===== src/rtl/pathfinding_pkg.sv =====
// pathfinding_pkg: shared widths, explored-node RAM entry layout and unwinder states
package pathfinding_pkg;
    localparam int ID_W = 16;
    localparam int COORD_W = 16;
    localparam logic [ID_W-1:0] NULL_ID = 16'hFFFF;
    typedef struct packed {
        logic [COORD_W-1:0] x;
        logic [COORD_W-1:0] y;
        logic [ID_W-1:0]    parent_id;
    } explored_entry_t;
    typedef enum logic [2:0] {
        S_IDLE,
        S_ADDR,
        S_WAIT,
        S_PUSH,
        S_EMIT,
        S_DONE,
        S_ERR
    } unw_state_t;
endpackage


===== src/rtl/path_unwinder_if.sv =====
// path_unwinder_if: waypoint valid/ready stream from the unwinder to the HPS bridge
interface path_unwinder_if;
    import pathfinding_pkg::*;
    logic               wp_valid;
    logic               wp_ready;
    logic               wp_last;
    logic [COORD_W-1:0] wp_x;
    logic [COORD_W-1:0] wp_y;
    modport master (output wp_valid, wp_x, wp_y, wp_last, input wp_ready);
    modport slave (input wp_valid, wp_x, wp_y, wp_last, output wp_ready);
endinterface


===== src/rtl/path_lifo.sv =====
// path_lifo: register-array stack that reverses the goal-to-start walk
module path_lifo #(
    parameter int W = 32,
    parameter int DEPTH = 128
) (
    input  logic                   clk,
    input  logic                   rst_n,
    input  logic                   i_push,
    input  logic                   i_pop,
    input  logic                   i_flush,
    input  logic [W-1:0]           i_din,
    output logic [W-1:0]           o_top,
    output logic                   o_empty,
    output logic                   o_full,
    output logic [$clog2(DEPTH):0] o_count
);
    localparam int AW = $clog2(DEPTH);
    logic [W-1:0]  r_mem [DEPTH];
    logic [AW:0]   r_cnt;
    logic [AW-1:0] w_wr_ptr;
    logic [AW-1:0] w_top_ptr;
    assign w_wr_ptr  = r_cnt[AW-1:0];
    assign w_top_ptr = w_wr_ptr - AW'(1);
    assign o_top     = r_mem[w_top_ptr];
    assign o_empty   = r_cnt == '0;
    assign o_full    = r_cnt == (AW+1)'(DEPTH);
    assign o_count   = r_cnt;
    always_ff @(posedge clk or negedge rst_n)
        if (!rst_n) r_cnt <= '0;
        else if (i_flush) r_cnt <= '0;
        else if (i_push && !o_full) r_cnt <= r_cnt + 1'b1;
        else if (i_pop && !o_empty) r_cnt <= r_cnt - 1'b1;
    always_ff @(posedge clk)
        if (i_push && !o_full) r_mem[w_wr_ptr] <= i_din;
    assert property (@(posedge clk) disable iff (!rst_n) !(i_push && i_pop));
endmodule


===== src/rtl/path_unwinder.sv =====
// path_unwinder: walks parent pointers goal->start, then streams waypoints start->goal
module path_unwinder
    import pathfinding_pkg::*;
#(
    parameter int MAX_PATH = 128
) (
    input  logic                      clk,
    input  logic                      reset_n,
    input  logic                      i_start,
    input  logic [ID_W-1:0]           i_start_id,
    input  logic [ID_W-1:0]           i_goal_id,
    output logic [ID_W-1:0]           o_nd_rd_addr,
    input  explored_entry_t           i_nd_rd_data,
    path_unwinder_if.master           wp,
    output logic                      o_busy,
    output logic                      o_done,
    output logic                      o_error,
    output logic [$clog2(MAX_PATH):0] o_path_len
);
    localparam int LW = $clog2(MAX_PATH) + 1;
    unw_state_t           r_state;
    unw_state_t           w_next;
    logic [1:0]           r_rst_sync;
    logic                 w_rst_n;
    logic [ID_W-1:0]      r_start_id;
    logic [ID_W-1:0]      r_cur_id;
    logic [LW-1:0]        r_path_len;
    logic [LW-1:0]        w_len_inc;
    logic                 r_error;
    logic                 r_wp_valid;
    logic                 r_wp_last;
    logic [COORD_W-1:0]   r_wp_x;
    logic [COORD_W-1:0]   r_wp_y;
    logic                 w_push;
    logic                 w_pop;
    logic                 w_flush;
    logic                 w_empty;
    logic                 w_full;
    logic                 w_at_start;
    logic                 w_overflow;
    logic                 w_bad_parent;
    logic                 w_hs;
    logic [2*COORD_W-1:0] w_top;
    logic [LW-1:0]        w_count;
    // reset asserts immediately but releases on a clock edge
    always_ff @(posedge clk or negedge reset_n)
        if (!reset_n) r_rst_sync <= '0;
        else r_rst_sync <= {r_rst_sync[0], 1'b1};
    assign w_rst_n      = r_rst_sync[1];
    assign w_len_inc    = r_path_len + 1'b1;
    assign w_at_start   = r_cur_id == r_start_id;
    assign w_overflow   = w_len_inc == LW'(MAX_PATH);
    assign w_bad_parent = i_nd_rd_data.parent_id == NULL_ID || i_nd_rd_data.parent_id == r_cur_id;
    assign w_hs         = r_wp_valid && wp.wp_ready;
    assign w_push       = r_state == S_PUSH && !w_full;
    assign w_pop        = r_state == S_EMIT && !w_empty && (!r_wp_valid || (w_hs && !r_wp_last));
    assign w_flush      = r_state == S_ERR;
    path_lifo #(.W(2*COORD_W), .DEPTH(MAX_PATH)) u_lifo (
        .clk     (clk),
        .rst_n   (w_rst_n),
        .i_push  (w_push),
        .i_pop   (w_pop),
        .i_flush (w_flush),
        .i_din   ({i_nd_rd_data.x, i_nd_rd_data.y}),
        .o_top   (w_top),
        .o_empty (w_empty),
        .o_full  (w_full),
        .o_count (w_count)
    );
    always_comb begin
        w_next = r_state;
        case (r_state)
            S_IDLE:  w_next = i_start ? S_ADDR : S_IDLE;
            S_ADDR:  w_next = S_WAIT;
            S_WAIT:  w_next = S_PUSH;
            S_PUSH:  w_next = w_at_start ? S_EMIT : (w_overflow || w_bad_parent) ? S_ERR : S_ADDR;
            S_EMIT:  w_next = (w_hs && r_wp_last) ? S_DONE : S_EMIT;
            default: w_next = S_IDLE;
        endcase
    end
    always_ff @(posedge clk or negedge w_rst_n)
        if (!w_rst_n) r_state <= S_IDLE;
        else r_state <= w_next;
    always_ff @(posedge clk or negedge w_rst_n)
        if (!w_rst_n) begin
            r_start_id <= '0;
            r_cur_id   <= '0;
            r_path_len <= '0;
            r_error    <= 1'b0;
            r_wp_valid <= 1'b0;
            r_wp_last  <= 1'b0;
            r_wp_x     <= '0;
            r_wp_y     <= '0;
        end else begin
            if (r_state == S_IDLE && i_start) begin
                r_start_id <= i_start_id;
                r_cur_id   <= i_goal_id;
                r_path_len <= '0;
                r_error    <= 1'b0;
            end
            if (r_state == S_PUSH) begin
                r_path_len <= w_len_inc;
                if (!w_at_start && !w_overflow && !w_bad_parent) r_cur_id <= i_nd_rd_data.parent_id;
            end
            if (r_state == S_ERR) r_error <= 1'b1;
            // a non-last handshake reloads in the same cycle for 1 beat/cycle
            if (w_pop) begin
                r_wp_x     <= w_top[2*COORD_W-1:COORD_W];
                r_wp_y     <= w_top[COORD_W-1:0];
                r_wp_last  <= w_count == LW'(1);
                r_wp_valid <= 1'b1;
            end else if (w_hs) begin
                r_wp_valid <= 1'b0;
                r_wp_last  <= 1'b0;
            end
        end
    assign o_nd_rd_addr = r_cur_id;
    assign o_busy       = r_state != S_IDLE;
    assign o_done       = r_state == S_DONE;
    assign o_error      = r_error;
    assign o_path_len   = r_path_len;
    assign wp.wp_valid  = r_wp_valid;
    assign wp.wp_last   = r_wp_last;
    assign wp.wp_x      = r_wp_x;
    assign wp.wp_y      = r_wp_y;
endmodule


===== src/flat_wrapper.sv =====
// flat-port wrapper written by rule: the top's interface ports become plain ports
module path_unwinder_flat import pathfinding_pkg::*;
#(
    parameter int MAX_PATH = 128
)
  (clk, reset_n, i_start, i_start_id, i_goal_id, o_nd_rd_addr, i_nd_rd_data, o_busy, o_done, o_error, o_path_len, wp_wp_valid, wp_wp_x, wp_wp_y, wp_wp_last, wp_wp_ready);
  path_unwinder_if wp_i ();
  input  logic clk;
  input  logic reset_n;
  input  logic i_start;
  input  logic [ID_W-1:0] i_start_id;
  input  logic [ID_W-1:0] i_goal_id;
  output logic [ID_W-1:0] o_nd_rd_addr;
  input  explored_entry_t i_nd_rd_data;
  output logic o_busy;
  output logic o_done;
  output logic o_error;
  output logic [$clog2(MAX_PATH):0] o_path_len;
  output wire logic [$bits(wp_i.wp_valid)-1:0] wp_wp_valid;
  output wire logic [$bits(wp_i.wp_x)-1:0] wp_wp_x;
  output wire logic [$bits(wp_i.wp_y)-1:0] wp_wp_y;
  output wire logic [$bits(wp_i.wp_last)-1:0] wp_wp_last;
  input wire logic [$bits(wp_i.wp_ready)-1:0] wp_wp_ready;
  assign wp_wp_valid = wp_i.wp_valid;
  assign wp_wp_x = wp_i.wp_x;
  assign wp_wp_y = wp_i.wp_y;
  assign wp_wp_last = wp_i.wp_last;
  assign wp_i.wp_ready = wp_wp_ready;
  path_unwinder #(.MAX_PATH(MAX_PATH)) u_core (.clk(clk), .reset_n(reset_n), .i_start(i_start), .i_start_id(i_start_id), .i_goal_id(i_goal_id), .o_nd_rd_addr(o_nd_rd_addr), .i_nd_rd_data(i_nd_rd_data), .wp(wp_i), .o_busy(o_busy), .o_done(o_done), .o_error(o_error), .o_path_len(o_path_len));
endmodule

===== config.mk =====
export PLATFORM = sky130hd
export DESIGN_NAME = path_unwinder_flat
export DESIGN_NICKNAME = d
export VERILOG_FILES = /design/src/rtl/pathfinding_pkg.sv /design/src/rtl/path_unwinder_if.sv /design/src/rtl/path_lifo.sv /design/src/rtl/path_unwinder.sv /design/src/flat_wrapper.sv
export SDC_FILE = /design/constraint.sdc
export NUM_CORES = 2
export LEC_CHECK = 0
export BUFFER_PORTS_ARGS = -buffer_cell sky130_fd_sc_hd__buf_4
export CAP_MARGIN = 5
export CORE_ASPECT_RATIO = 0.7
export CORE_MARGIN = 4
export CORE_UTILIZATION = 30
export DETAILED_ROUTE_END_ITERATION = 6
export SYNTH_ARGS = -nofsm -noshare
export SYNTH_HDL_FRONTEND = slang
export SYNTH_HIERARCHICAL = 1
export SYNTH_SLANG_ARGS = --single-unit

===== constraint.sdc =====
create_clock -name clk -period 3.82 [get_ports clk]
set_input_delay 0.191 -clock clk [delete_from_list [all_inputs] [get_ports clk]]
set_output_delay 0.191 -clock clk [all_outputs]
set_load 0.1 [all_outputs]

==> qor.csv <==
metric,value,unit
outcome,"finished, violations left",
violations,negative setup slack,
start_kind,register,
worstSetupEndpointType,register,
ys_seq_area_frac,0.776,
layout_common_cells,"edfxtp_1, nand2_1, mux4_2",
worstSetupPathType,reg2reg,
rrSetupSlack,-210,ps
antenna_found_initial,47,
period_needed,4030,ps
drv_cap,0,
synth_seq_cells,4184,
clock_sinks,4184,
seq_power_share,0.313,
grt_setup_unrepaired,true,
critPathArrivalTime,4630,ps
yosys_warnings,6,
fill_cells,48800,
cts_tree,done,
p_switching,0.0652,W
grt-ovfl-total,0,
power_frac_comb,0.468,
grtUsageTotal,0.166,
numCtsBuffers,359,
fin_crit_sh,1.06,
crit_fanout,26,
synth_cell_types,61,
critical_path_depth,13,
clk_pin_slew,60,ps
fin_area,0.192,mm2
hp-class,in2reg,
postRouteAntennaNets,0,
grt_max_degree,129,
start_util,0.301,
grt_pass1_wl,658000,um
worst-r2r-cell-count,13,
worstMarginPinSlew,1210,ps
area_growth,18.8,%
syn-num-nets,8141,
portBuffers,144,
num_io_pins,145,
setup_viol,287,
skew,73.9,ps
hold_ws,60.7,ps
via_count,85900,
die_w,885,um
swShare,0.393,
root_buffer,clkbuf_16,
final_common_cell,edfxtp_1,
crit_buf_inv,4,
crit_required,4420,ps
clockPowerShare,0.220,
wirelength,473000,um
crit_family,simple AND/OR/NAND/NOR gates,
vias_per_cell,5.26,
routabilityCongestion,0.861,
slew_viol_final,0,
multiInputGateArea,0.0356,mm2
clockBufferDepth,4,
dr.pass1.iters,6,
fmax,248,MHz
regArea,0.125,mm2
rows,225,
synth_edf_count,4096,
die_y,622,um
cts_max_level,5,
power.leakage,61.0,nW
slew_headroom,0.190,
avgSynthCellArea,20.1,um2
insertion_delay,980,ps
drc,0,
drt-initial-drc-count,13600,
grt_pass1_vias,84100,
syn_inst,8048,
path_cells,"inv_1, ha_4, nor2b_1, nand3_1, nor2_1, nor2_1, o21ai_1, inv_2, and2_1, nand3_2, buf_4, nor2_4, buf_12",
vdd_drop_max,746,uV
layout.nets,8980,
async_flop_share,0.0210,
hold_path_depth,4,
layout-drive-gt1-share,0.283,
dp_hpwl,280000,um
wl_per_cell,28.9,um
slowest_stage,nand3_2,
ys.flop_type,edfxtp_1,
coreArea,0.536,mm2
post_dp_cell_area,0.179,mm2
powerDensity,865,mW/mm2
fin_util,0.358,
p_int,0.101,W
slowest_delay,510,ps
pre_cts_slack,-712,ps
synthesis.area,0.161,mm2
die-area,0.550,mm2
cpMostUsedCell,nor2_1,
finalHoldViolCount,0,
setup_ws,-212,ps
-- cells in the mapped netlist (7+ instances only) --
cell / count / share of area
ha_1: 8 / 0.00062
o21ai_0: 143 / 0.0044
nor4_1: 8 / 0.00031
a21oi_1: 9 / 0.00028
inv_1: 13 / 0.00030
o31ai_1: 7 / 0.00033
or3_1: 34 / 0.0013
mux2_2: 38 / 0.0027
buf_6: 10 / 0.00070
xnor2_1: 20 / 0.0011
nor2_1: 144 / 0.0033
mux2_4: 10 / 0.00093
buf_2: 131 / 0.0041
nand2_1: 1288 / 0.030
o22ai_1: 96 / 0.0037
nand3_1: 403 / 0.012
clkbuf_1: 269 / 0.0063
mux4_2: 1024 / 0.14
dfrtp_1: 88 / 0.014
xor2_1: 22 / 0.0012
nand4_1: 78 / 0.0030
edfxtp_1: 4096 / 0.76
buf_1: 35 / 0.00081
-- kinds of logic after synthesis --
group / after synthesis / share of synthesized area
AND/OR/NAND/NOR: 1986 / 0.0519
XOR/XNOR: 42 / 0.00228
adder cells (fa/ha/maj): 9 / 0.000744
AO/OA/AOI/OAI: 290 / 0.0106
other: 1 / 0.0000232
flip-flops: 4184 / 0.776
multiplexers: 1072 / 0.146
buffers and inverters: 464 / 0.0125
-- final timing paths --
check / startpoint / end
min in group asynchronous: reset_n / u_core/r_rst_sync[1]$_DFF_PN0_
setup reg to reg: u_core/u_lifo/o_count[0]$_DFFE_PN0P_ / u_core/u_lifo/r_mem[68][26]$_DFFE_PP_
max in group asynchronous: u_core/r_rst_sync[1]$_DFF_PN0_ / u_core/wp.wp_y[8]$_DFFE_PN0P_
setup / recovery: u_core/u_lifo/o_count[0]$_DFFE_PN0P_ / u_core/u_lifo/r_mem[68][26]$_DFFE_PP_
hold / removal: i_start_id[1] / u_core/r_start_id[1]$_DFFE_PN0P_
hold reg to reg: u_core/r_rst_sync[1]$_DFF_PN0_ / u_core/wp.wp_last$_DFFE_PN0P_
-- layout make-up --
type                            instances  area share
Timing Repair Buffer                  916      0.0554
Clock buffer                          429      0.0487
Antenna cell                           19    0.000248
Clock inverter                        211      0.0107
Tap cell                             7150      0.0466
Multi-Input combinational cell       3413       0.186
Inverter                               13    0.000254
Sequential cell                      4184       0.653
-- worst register-to-register path, delay by kind of cell (launching register included) --
kind                     cells  cell delay, ps
adder cells (fa/ha/maj)      1             230
AO/OA/AOI/OAI                1             220
AND/OR/NAND/NOR              7            1740
flip-flops                   1             450
buffers and inverters        4            1030
-- registers in the layout (all words and copies together) (netlist names) --
register               count
u_core/u_lifo/r_mem     4096
u_core/o_nd_rd_addr       16
u_core/o_path_len          8
u_core/r_state             3
u_core/wp.wp_last          1
u_core/wp.wp_y            16
u_core/wp.wp_x            16
u_core/wp.wp_valid         1
u_core/r_rst_sync          2
u_core/r_start_id         16
u_core/u_lifo/o_count      8
u_core/o_error             1
-- through the flow --
stage | instances | power (W) | setup TNS, ps
after floorplan | 8048 | 0.0888 | -1121290
after global placement | 15500 | 0.127 | -17460
after detailed placement | 15500 | 0.127 | -16710
after CTS | 16300 | 0.164 | -1640
after global routing | 16300 | 0.172 | -24510
final | 16300 | 0.166 | -24630
-- repair_timing --
action,in CTS,in global routing
hold buffers,95,0
endpoints found under the hold margin,1671,0
buffers inserted,3,21
setup endpoints to repair,193,414
resized for setup,49,48
pin swaps,16,17
cloned,12,5
-- per-layer routing --
layer	up-vias	global-route usage	wire [um]
li1	34200	-	-
met1	46000	0.250	198000
met2	5123	0.227	195000
met3	564	0.0589	68600
met4	6	0.0367	10500
met5	-	0	29
-- power groups by stage --
| stage | logic (W) | registers (W) | clock network (W) |
|---|---|---|---|
| after floorplan | 0.0352 | 0.0536 | 0 |
| after global placement | 0.0738 | 0.0528 | 0 |
| after detailed placement | 0.0740 | 0.0529 | 0 |
| after CTS | 0.0754 | 0.0519 | 0.0371 |
| after global routing | 0.0814 | 0.0519 | 0.0391 |
| final | 0.0777 | 0.0519 | 0.0365 |
Power figures use the tool's default switching activity.
